$ cat src/rtl/serial2parallel_chain_if.sv
// Signal bundle for one serial2parallel_chain node: the serial input side,
// the captured word and status, and the forwarded serial output side.
interface serial2parallel_chain_if #(
   parameter int WIDTH = 30
);
   localparam int CW = $clog2(WIDTH + 1);

   logic             in_data;
   logic             in_clk;
   logic             store;
   logic [WIDTH-1:0] output_data;
   logic             frame_valid;
   logic             short_frame;
   logic [CW-1:0]    bit_count;
   logic             out_data;
   logic             out_clk;
   logic             out_store;

   modport master (
      output in_data, in_clk, store,
      input  output_data, frame_valid, short_frame, bit_count,
             out_data, out_clk, out_store
   );

   modport slave (
      input  in_data, in_clk, store,
      output output_data, frame_valid, short_frame, bit_count,
             out_data, out_clk, out_store
   );
endinterface

$ cat src/rtl/serial2parallel_chain.sv
// Daisy-chainable serial-to-parallel receiver: fills its own WIDTH-bit word,
// then forwards further bits and the store strobe to the next node.
module serial2parallel_chain #(
   parameter int WIDTH     = 30,
   parameter bit MSB_FIRST = 1'b0
) (
   input logic                    clk,
   input logic                    rst,
   serial2parallel_chain_if.slave bus
);
   localparam int CW = $clog2(WIDTH + 1);

   typedef enum logic {FILL, FULL} state_t;

   state_t           state;
   logic [WIDTH-1:0] sreg, sreg_n, shifted;
   logic [CW-1:0]    cnt, cnt_n;
   logic [WIDTH-1:0] word, word_n;
   logic             fv, fv_n;
   logic             sf, sf_n;
   logic             odat, odat_n;
   logic             oclk, oclk_n;
   logic             ost, ost_n;

   always_ff @(posedge clk or posedge rst) begin
      if (rst) begin
         sreg <= '0;
         cnt  <= '0;
         word <= '0;
         fv   <= 1'b0;
         sf   <= 1'b0;
         odat <= 1'b0;
         oclk <= 1'b0;
         ost  <= 1'b0;
      end else begin
         sreg <= sreg_n;
         cnt  <= cnt_n;
         word <= word_n;
         fv   <= fv_n;
         sf   <= sf_n;
         odat <= odat_n;
         oclk <= oclk_n;
         ost  <= ost_n;
      end
   end

   always_comb begin
      if (MSB_FIRST)
         shifted = {sreg[WIDTH-2:0], bus.in_data};
      else
         shifted = {bus.in_data, sreg[WIDTH-1:1]};
   end

   always_comb begin
      state  = (cnt == CW'(WIDTH)) ? FULL : FILL;
      sreg_n = sreg;
      cnt_n  = cnt;
      word_n = word;
      fv_n   = 1'b0;
      sf_n   = sf;
      odat_n = odat;
      oclk_n = 1'b0;
      ost_n  = bus.store;
      if (bus.store) begin
         if (state == FULL) begin
            word_n = sreg;
            fv_n   = 1'b1;
            sf_n   = 1'b0;
         end else begin
            sf_n   = 1'b1;
         end
         cnt_n = '0;
         // A bit strobed with store opens the next frame and is never forwarded.
         if (bus.in_clk) begin
            sreg_n = shifted;
            cnt_n  = CW'(1);
         end
      end else if (bus.in_clk) begin
         if (state == FILL) begin
            sreg_n = shifted;
            cnt_n  = cnt + CW'(1);
         end else begin
            odat_n = bus.in_data;
            oclk_n = 1'b1;
         end
      end
   end

   assign bus.output_data = word;
   assign bus.frame_valid = fv;
   assign bus.short_frame = sf;
   assign bus.bit_count   = cnt;
   assign bus.out_data    = odat;
   assign bus.out_clk     = oclk;
   assign bus.out_store   = ost;
endmodule

$ cat src/flat_wrapper.sv
// flat-port wrapper written by rule: the top's interface ports become plain ports
module serial2parallel_chain_flat 
#(
   parameter int WIDTH     = 30,
   parameter bit MSB_FIRST = 1'b0
)
  (clk, rst, bus_in_data, bus_in_clk, bus_store, bus_output_data, bus_frame_valid, bus_short_frame, bus_bit_count, bus_out_data, bus_out_clk, bus_out_store);
  serial2parallel_chain_if #(.WIDTH(WIDTH)) bus_i ();
  input logic clk;
  input logic rst;
  input wire logic [$bits(bus_i.in_data)-1:0] bus_in_data;
  input wire logic [$bits(bus_i.in_clk)-1:0] bus_in_clk;
  input wire logic [$bits(bus_i.store)-1:0] bus_store;
  output wire logic [$bits(bus_i.output_data)-1:0] bus_output_data;
  output wire logic [$bits(bus_i.frame_valid)-1:0] bus_frame_valid;
  output wire logic [$bits(bus_i.short_frame)-1:0] bus_short_frame;
  output wire logic [$bits(bus_i.bit_count)-1:0] bus_bit_count;
  output wire logic [$bits(bus_i.out_data)-1:0] bus_out_data;
  output wire logic [$bits(bus_i.out_clk)-1:0] bus_out_clk;
  output wire logic [$bits(bus_i.out_store)-1:0] bus_out_store;
  assign bus_i.in_data = bus_in_data;
  assign bus_i.in_clk = bus_in_clk;
  assign bus_i.store = bus_store;
  assign bus_output_data = bus_i.output_data;
  assign bus_frame_valid = bus_i.frame_valid;
  assign bus_short_frame = bus_i.short_frame;
  assign bus_bit_count = bus_i.bit_count;
  assign bus_out_data = bus_i.out_data;
  assign bus_out_clk = bus_i.out_clk;
  assign bus_out_store = bus_i.out_store;
  serial2parallel_chain #(.WIDTH(WIDTH), .MSB_FIRST(MSB_FIRST)) u_core (.clk(clk), .rst(rst), .bus(bus_i));
endmodule
$ cat config.mk
export PLATFORM = sky130hd
export DESIGN_NAME = serial2parallel_chain_flat
export DESIGN_NICKNAME = d
export VERILOG_FILES = /design/src/rtl/serial2parallel_chain_if.sv /design/src/rtl/serial2parallel_chain.sv /design/src/flat_wrapper.sv
export SDC_FILE = /design/constraint.sdc
export NUM_CORES = 1
export LEC_CHECK = 0
export BUFFER_PORTS_ARGS = -buffer_cell sky130_fd_sc_hd__buf_2
export CORE_MARGIN = 8
export CORE_UTILIZATION = 55
export CTS_CLUSTER_SIZE = 25
export DETAILED_ROUTE_END_ITERATION = 16
export HOLD_SLACK_MARGIN = 0.06
export PLACE_DENSITY_LB_ADDON = 0.25
export SETUP_SLACK_MARGIN = 0.05
export SYNTH_ARGS = -nofsm -noshare
export SYNTH_HDL_FRONTEND = slang
export SYNTH_SLANG_ARGS = --single-unit
$ cat constraint.sdc
create_clock -name clk -period 2.3 [get_ports clk]
set_input_delay 0.23 -clock clk [delete_from_list [all_inputs] [get_ports clk]]
set_output_delay 0.23 -clock clk [all_outputs]
set_load 0.01 [all_outputs]
Yosys cells after proc, flatten, opt, wreduce, memory -nomap -nowiden
Cells that the tools add are included.
Storage, ports and cells
  output and inout bits: 40
  logic and storage cells: 31
  input port bits: 5
  register bits: 70
Cells by class
  mux-type cells: 14
  bitwise logic cells: 1
  add/sub/neg operators: 1
  equal/unequal tests: 2
  reductions and logical operators: 5
Operators by type and width (number)
  30-bit 2-to-1 mux: 4
  5-bit 2-to-1 mux: 3
  1-bit 2-to-1 mux: 7
  2-bit AND reduction: 3
  5-bit by 1-bit adder with 5-bit output (second input constant): 1
  5-bit == test (second input constant): 1
  3-bit AND reduction: 1
  2-bit inequality test (second input constant): 1
  2-bit nonzero test: 1
  1-bit NOT: 1

Longest topological paths before layout
Gate-level depths: netlist of the first run.
  depth after elaboration: 5
  depth in mapped cells: 6
  mapped depth without buffers: 5

Worst setup path after synthesis of the first run
No wires, ideal clock.
  kind: reg-to-reg
  start point: reg u_core.cnt[0] (netlist: u_core.bus.bit_count[0])
  end point: reg u_core.sreg[21]
  setup time: 125 ps
  clock period less this slack: 1716 ps
  data arrival time: 1591 ps
  stages on the path, launching flop included: 7
  required time: 2175 ps
  buffers on the path: 1
  path slack: 584 ps
  path through: dfrtp_1 > inv_1 > ha_1 > nand4_2 > o21ai_2 > buf_6 > mux2_2
On the way
  cells in the longest elaborated chain, start to end: 4
Ends and longest elaborated chain
  start, declared: RTL line serial2parallel_chain.sv:17  | logic [CW-1:0] cnt, cnt_n;
  start signal, assigned: RTL line serial2parallel_chain.sv:37  | cnt <= cnt_n;
  5-bit == test: RTL line serial2parallel_chain.sv:55  | state = (cnt == CW'(WIDTH)) ? FULL : FILL;
  1-bit 2-to-1 mux: RTL line serial2parallel_chain.sv:55
  2-bit inequality test (no source line)
  2-bit AND reduction (no source line)
  end signal, assigned: RTL line serial2parallel_chain.sv:36  | sreg <= sreg_n;
  end, declared: RTL line serial2parallel_chain.sv:16  | logic [WIDTH-1:0] sreg, sreg_n, shifted;
No other way between the ends.
A chain may end at the register's enable or synchronous reset.

Final worst setup path of the first run
  start point: reg u_core.cnt[0] (netlist: u_core.bus.bit_count[0])
  end point: reg u_core.word[27] (netlist: u_core.bus.output_data[27])
On the way
  cells in the longest elaborated chain, start to end: 3
Ends and longest elaborated chain
  5-bit == test: RTL line serial2parallel_chain.sv:55
  1-bit 2-to-1 mux: RTL line serial2parallel_chain.sv:55
  2-bit AND reduction (no source line)
  end signal, assigned: RTL line serial2parallel_chain.sv:38  | word <= word_n;
  end, declared: RTL line serial2parallel_chain.sv:18  | logic [WIDTH-1:0] word, word_n;
No other way between the ends.

==> impl_metrics.yaml, run 1 <==
run_status:
  outcome: "finished clean"
sta:
  rsz0062_at_grt: "false"
  fin_tns_setup_ps: 0
  max_freq_mhz: 516
  maxSlewHeadroom_pct: 61.4
  setup_viol: 0
  timing.final.crit_period_ps: 1940
  timing_hold_violations_final: 0
  maxSlewViolCount: 0
  fin_hold_ws_ps: 143
  worst_slack_ps: 362
  finalClockSkew_ps: 5.77
  tightest_slew_ps: 579
  period_share_pct: 84.3
finish:
  area_delta_synth_final_pct: 17.4
  layout-drive-gt1-share_pct: 55.8
  layout_common_cells: "dfrtp_1, buf_2, mux2_2, mux2_4, clkbuf_8"
  fin_nets: 226
  layout_commonest_cell: "dfrtp_1"
  num_antenna_cells: 0
yosys:
  synth_edf_count: 0
  synth_area_per_cell_um2: 16.8
  syn-cell-area_mm2: 0.00282
  ys_seq_area_share_pct: 62.1
  synth_ff_type: "dfrtp_1"
  yosysUniqueCellTypes: 23
  async_reset_ff_share_pct: 100
  syn_inst: 168
  synth-seq-cells: 70
  synth_warnings: 0
  synth_nets: 175
floorplanning:
  core_area_mm2: 0.00504
  rows: 26
  die_x_um: 87.6
  start_util_pct: 55.9
  io_pins: 45
  die_y_um: 87.6
  dieArea_mm2: 0.00767
worst_setup_path:
  crit_fanout: 32
  startpoint_type: "flip-flop"
  crit_type: "reg -> reg"
  cp.required_ps: 2520
  regToRegEndpoint: "u_core.bus.output_data[27]"
  crit_arrival_ps: 2160
  r2r_slack_ps: 360
  ff2ff_path_depth: 5
  timing.rr.start: "u_core.bus.bit_count[0]"
  worstSetupEndpointType: "flip-flop"
clock_network:
  cts_hold_buf: 1
  cts-resized-gates: 0
  cts_tree: "built"
  cts_max_level: 3
  cts_sinks: 70
  cts.clk_slew.worst_paths_ps: 70
  clockBufferDepth: 2
  cts-root-buf: "clkbuf_8"
  cts_buffers: 9
  postCtsSetupBuffers: 0
  clkLatencyLatePin_ps: 330
grt:
  antenna_found_initial: 0
  grt_pass1_wl_um: 8380
  grt_use_total_pct: 14.3
  met2_usage_pct: 22.8
  busiest_layer: "met2"
  use_met3_pct: 4.50
  grt_max_degree: 71
  grt_pass1_vias: 1699
  grt-ovfl-total: 0
  met1_usage_pct: 17.2
routing:
  wirelength_um: 4880
  vias: 1530
  ant_nets: 0
  firstDrtPassIters: 4
  drt_iter0_drc: 52
  drc: 0
  detail_route.wl_per_cell_um: 16.6
  viasPerCell: 5.20
placed_design:
  preCtsSetupSlack_ps: 376
  place.gp.congestion: 0.751
  io_buffers: 44
  dp_hpwl_um: 3250
hold_path:
  hold_class: "in -> reg"
  holdCritStartpoint: "bus_in_data"
  hold_depth: 2
  hold_path_end: "u_core.sreg[29]"
pwr:
  p_per_area_mw_per_mm2: 902
  irDropWorstVdd_mv: 0.404
  p_leak_nw: 1.79
job:
  max_cap_violations: 0
-- final cells by class --
| class | count | area, um2 |
|---|---|---|
| fillers | 378 | 1730 |
| multi-input cells | 84 | 967 |
| flip-flops and latches | 70 | 1750 |
| clock inverters | 4 | 70.1 |
| inverters | 6 | 22.5 |
| repair buffers | 48 | 265 |
| well taps | 70 | 87.6 |
| clock buffers | 12 | 145 |
-- cells in the mapped netlist (all sizes together), types with 2 or more instances --
master	instances	area, um2
inv	6	22.5
dfrtp	70	1750
buf	8	77.6
mux2	61	792
a21oi	2	10.0
nand2	2	15.0
nand4	3	25.0
ha	2	25.0
a211oi	3	22.5
nor3	3	15.0
-- sequential cells by signal (all words and copies together), names as in the netlist --
signal / cells
u_core.bus.short_frame: 1
u_core.bus.out_store: 1
u_core.bus.out_data: 1
u_core.bus.frame_valid: 1
u_core.bus.bit_count: 5
u_core.sreg: 30
u_core.bus.output_data: 30
u_core.bus.out_clk: 1
-- worst max path at each step --
| stage | startpoint | to | depth (start not counted) |
|---|---|---|---|
| after floorplan | rst | u_core.bus.bit_count[0] | 1 |
| after global placement | u_core.bus.bit_count[0] | u_core.bus.output_data[27] | 5 |
| after detailed placement | u_core.bus.bit_count[0] | u_core.bus.output_data[27] | 5 |
| after CTS | u_core.bus.bit_count[0] | u_core.bus.output_data[27] | 5 |
| after global routing | u_core.bus.bit_count[0] | u_core.bus.output_data[27] | 5 |
| final | u_core.bus.bit_count[0] | u_core.bus.output_data[27] | 5 |
-- power by group --
group	switching, W	total [W]	internal, W	leakage (nW)
Sequential	0.000167	0.00162	0.00145	0.918
Combinational	0.000109	0.000305	0.000196	0.761
Clock	0.000422	0.00106	0.000638	0.110
Total	0.000699	0.00299	0.00229	1.79
-- stage by stage --
stage	total power (W)	instance area (um2)	instances	utilization (%)
4_1_cts	0.00302	3310	294	65.6
6_report	0.00299	3310	294	65.6
2_1_floorplan	0.00184	2820	168	-
3_5_place_dp	0.00195	3080	277	61.2
3_3_place_gp	0.00191	3080	277	61.2
5_1_grt	0.00314	3310	294	65.6
-- kinds of logic after synthesis --
group / synth area share, %
adders and majority gates: 0.888
AOI/OAI and AO/OA: 2.66
DFF: 62.1
muxes: 28.1
buffers and inverters: 3.55
and+or+nand+nor: 2.66
-- worst max-delay path: stages (launching register included) --
cell and delay (ps):
dfrtp_1 420, inv_1 80, ha_1 250, and4_4 220, nand2_4 430, mux2_2 400
-- layer usage --
layer	vias to the layer above	wire length, um
met5	-	0
met3	8	223
met1	794	2160
met4	0	55
met2	32	2440
li1	696	-
Note: power is estimated with default switching activity, not from simulation.
==> inputs of run 2 (changes only) <==
Clock period 2.3 ns to 2 ns, I/O delays scaled along.
==> run 2 against run 1 <==
Effect of this change: combinational power increased by 16%; worst hold slack got worse by 24 ps; worst setup slack got worse by 210 ps; clock skew increased by 4.9 ps; die area unchanged; non-clock buffer count increased by 2; largest cell class unchanged.
==> impl_metrics.yaml, run 2 (synthesis gave the netlist of run 1 again) <==
pwr:
  p_leak_nw: 1.81
  p_comb_share_pct: 10.2
  net-switching-power_w: 0.000845
  intPower_w: 0.00263
  p_per_area_mw_per_mm2: 1030
  p_clk_share_pct: 35.8
  irDropWorstVdd_mv: 0.509
  swShare_pct: 24.3
  pwr-share-seq_pct: 54.0
clock_network:
  cts_buffers: 9
  clockBufferDepth: 2
  cts_sinks: 70
  cts_tree: "built"
  cts.clk_slew.worst_paths_ps: 70
  postCtsSetupBuffers: 0
  clkLatencyLatePin_ps: 330
  cts_max_level: 3
  cts-root-buf: "clkbuf_8"
floorplanning:
  rows: 26
  io_pins: 45
  die_x_um: 87.6
  dieArea_mm2: 0.00767
  core_area_mm2: 0.00504
  die_y_um: 87.6
  start_util_pct: 55.9
grt:
  grt_use_total_pct: 14.3
  grt_max_degree: 47
  grt_pass1_vias: 1717
  grt-ovfl-total: 0
  grt_pass1_wl_um: 8360
  antenna_found_initial: 0
routing:
  drt_iter0_drc: 45
  ant_nets: 0
  detail_route.wl_per_cell_um: 16.6
  viasPerCell: 5.13
  firstDrtPassIters: 4
  drc: 0
  vias: 1519
  wirelength_um: 4920
finish:
  layout-drive-gt1-share_pct: 57.1
  area_delta_synth_final_pct: 19.4
  fin_nets: 228
  final_util_pct: 66.7
  layout_common_cells: "dfrtp_1, buf_2, mux2_2, mux2_4, clkbuf_8"
  layout_commonest_cell: "dfrtp_1"
  final_area_mm2: 0.00336
  num_antenna_cells: 0
placed_design:
  preCtsSetupSlack_ps: 166
  dp_hpwl_um: 3430
  io_buffers: 44
  placed_area_mm2: 0.00313
  place.gp.congestion: 0.744
hold_path:
  holdCritStartpoint: "bus_store"
  hold_class: "in -> reg"
  hold_path_end: "u_core.bus.out_store"
  hold_depth: 1
worst_setup_path:
  crit_start: "u_core.bus.bit_count[0]"
  r2r_slack_ps: 150
  crit_fanout: 13
  worstSetupEndpointType: "flip-flop"
  ff2ff_path_depth: 6
  regToRegEndpoint: "u_core.sreg[29]"
  timing.rr.start: "u_core.bus.bit_count[0]"
  crit_type: "reg -> reg"
  cp.required_ps: 2210
  startpoint_type: "flip-flop"
  crit_arrival_ps: 2060
sta:
  maxSlewViolCount: 0
  timing_hold_violations_final: 0
  fin_tns_setup_ps: 0
  setup_viol: 0
  worst_slack_ps: 147
  tightest_slew_ps: 558
  rsz0062_at_grt: "true"
  finalClockSkew_ps: 10.7
  period_share_pct: 92.6
  maxSlewHeadroom_pct: 62.7
  timing.final.crit_period_ps: 1850
  max_freq_mhz: 540
run_status:
  outcome: "finished clean"
job:
  max_cap_violations: 0
run 2: how the worst max path moves through the flow:
stage | end | slack [ps] | cells after the start
final | u_core.sreg[29] | 150 | 6
after global routing | u_core.sreg[29] | 50 | 6
after CTS | u_core.sreg[15] | 130 | 6
after detailed placement | u_core.sreg[11] | 170 | 6
after global placement | u_core.sreg[5] | 250 | 6
after floorplan | u_core.sreg[21] | 280 | 6
run 2: through the flow:
step | total power, W | instances | hold slack, ps
final | 0.00347 | 296 | 119
after global placement | 0.00221 | 279 | 270
after global routing | 0.00363 | 296 | 103
after floorplan | 0.00212 | 168 | 231
after CTS | 0.00351 | 296 | 101
after detailed placement | 0.00226 | 279 | 285
run 2: repair_timing:
item	4_1_cts	5_1_grt
endpoints found under the setup margin	0	17
hold buffers	1	0
hold endpoints to repair	24	0
gates resized for setup	0	1
run 2: worst max-delay path, stage by stage (launching register included):
cell	delay (ps)
dfrtp_1	420
inv_1	100
ha_1	240
nand4_2	180
o21ai_2	190
buf_4	240
mux2_1	360
run 2: layout make-up:
type | instances | area, um2
multi-input combinational | 84 | 967
clock buffer | 10 | 138
fill | 358 | 1680
clock inverter | 6 | 85.1
tap | 70 | 87.6
sequential | 70 | 1750
inverter | 6 | 26.3
timing repair buffer | 50 | 309
run 2: per-layer routing:
metal | global-route usage [%] | part of all wire (%) | up-vias
li1 | - | - | 698
met1 | 16.7 | 43 | 782
met2 | 23.9 | 51 | 31
met3 | 3.85 | 4.5 | 8
met4 | 6.56 | 1.4 | 0
met5 | 0 | 0 | -
run 2: power by group through the flow:
stage	sequential, W	combinational (W)	clock, W
final	0.00188	0.000354	0.00124
after global routing	0.00192	0.000387	0.00133
after CTS	0.00188	0.000363	0.00126
after detailed placement	0.00191	0.000354	0
after global placement	0.00188	0.000329	0
after floorplan	0.00183	0.000297	0
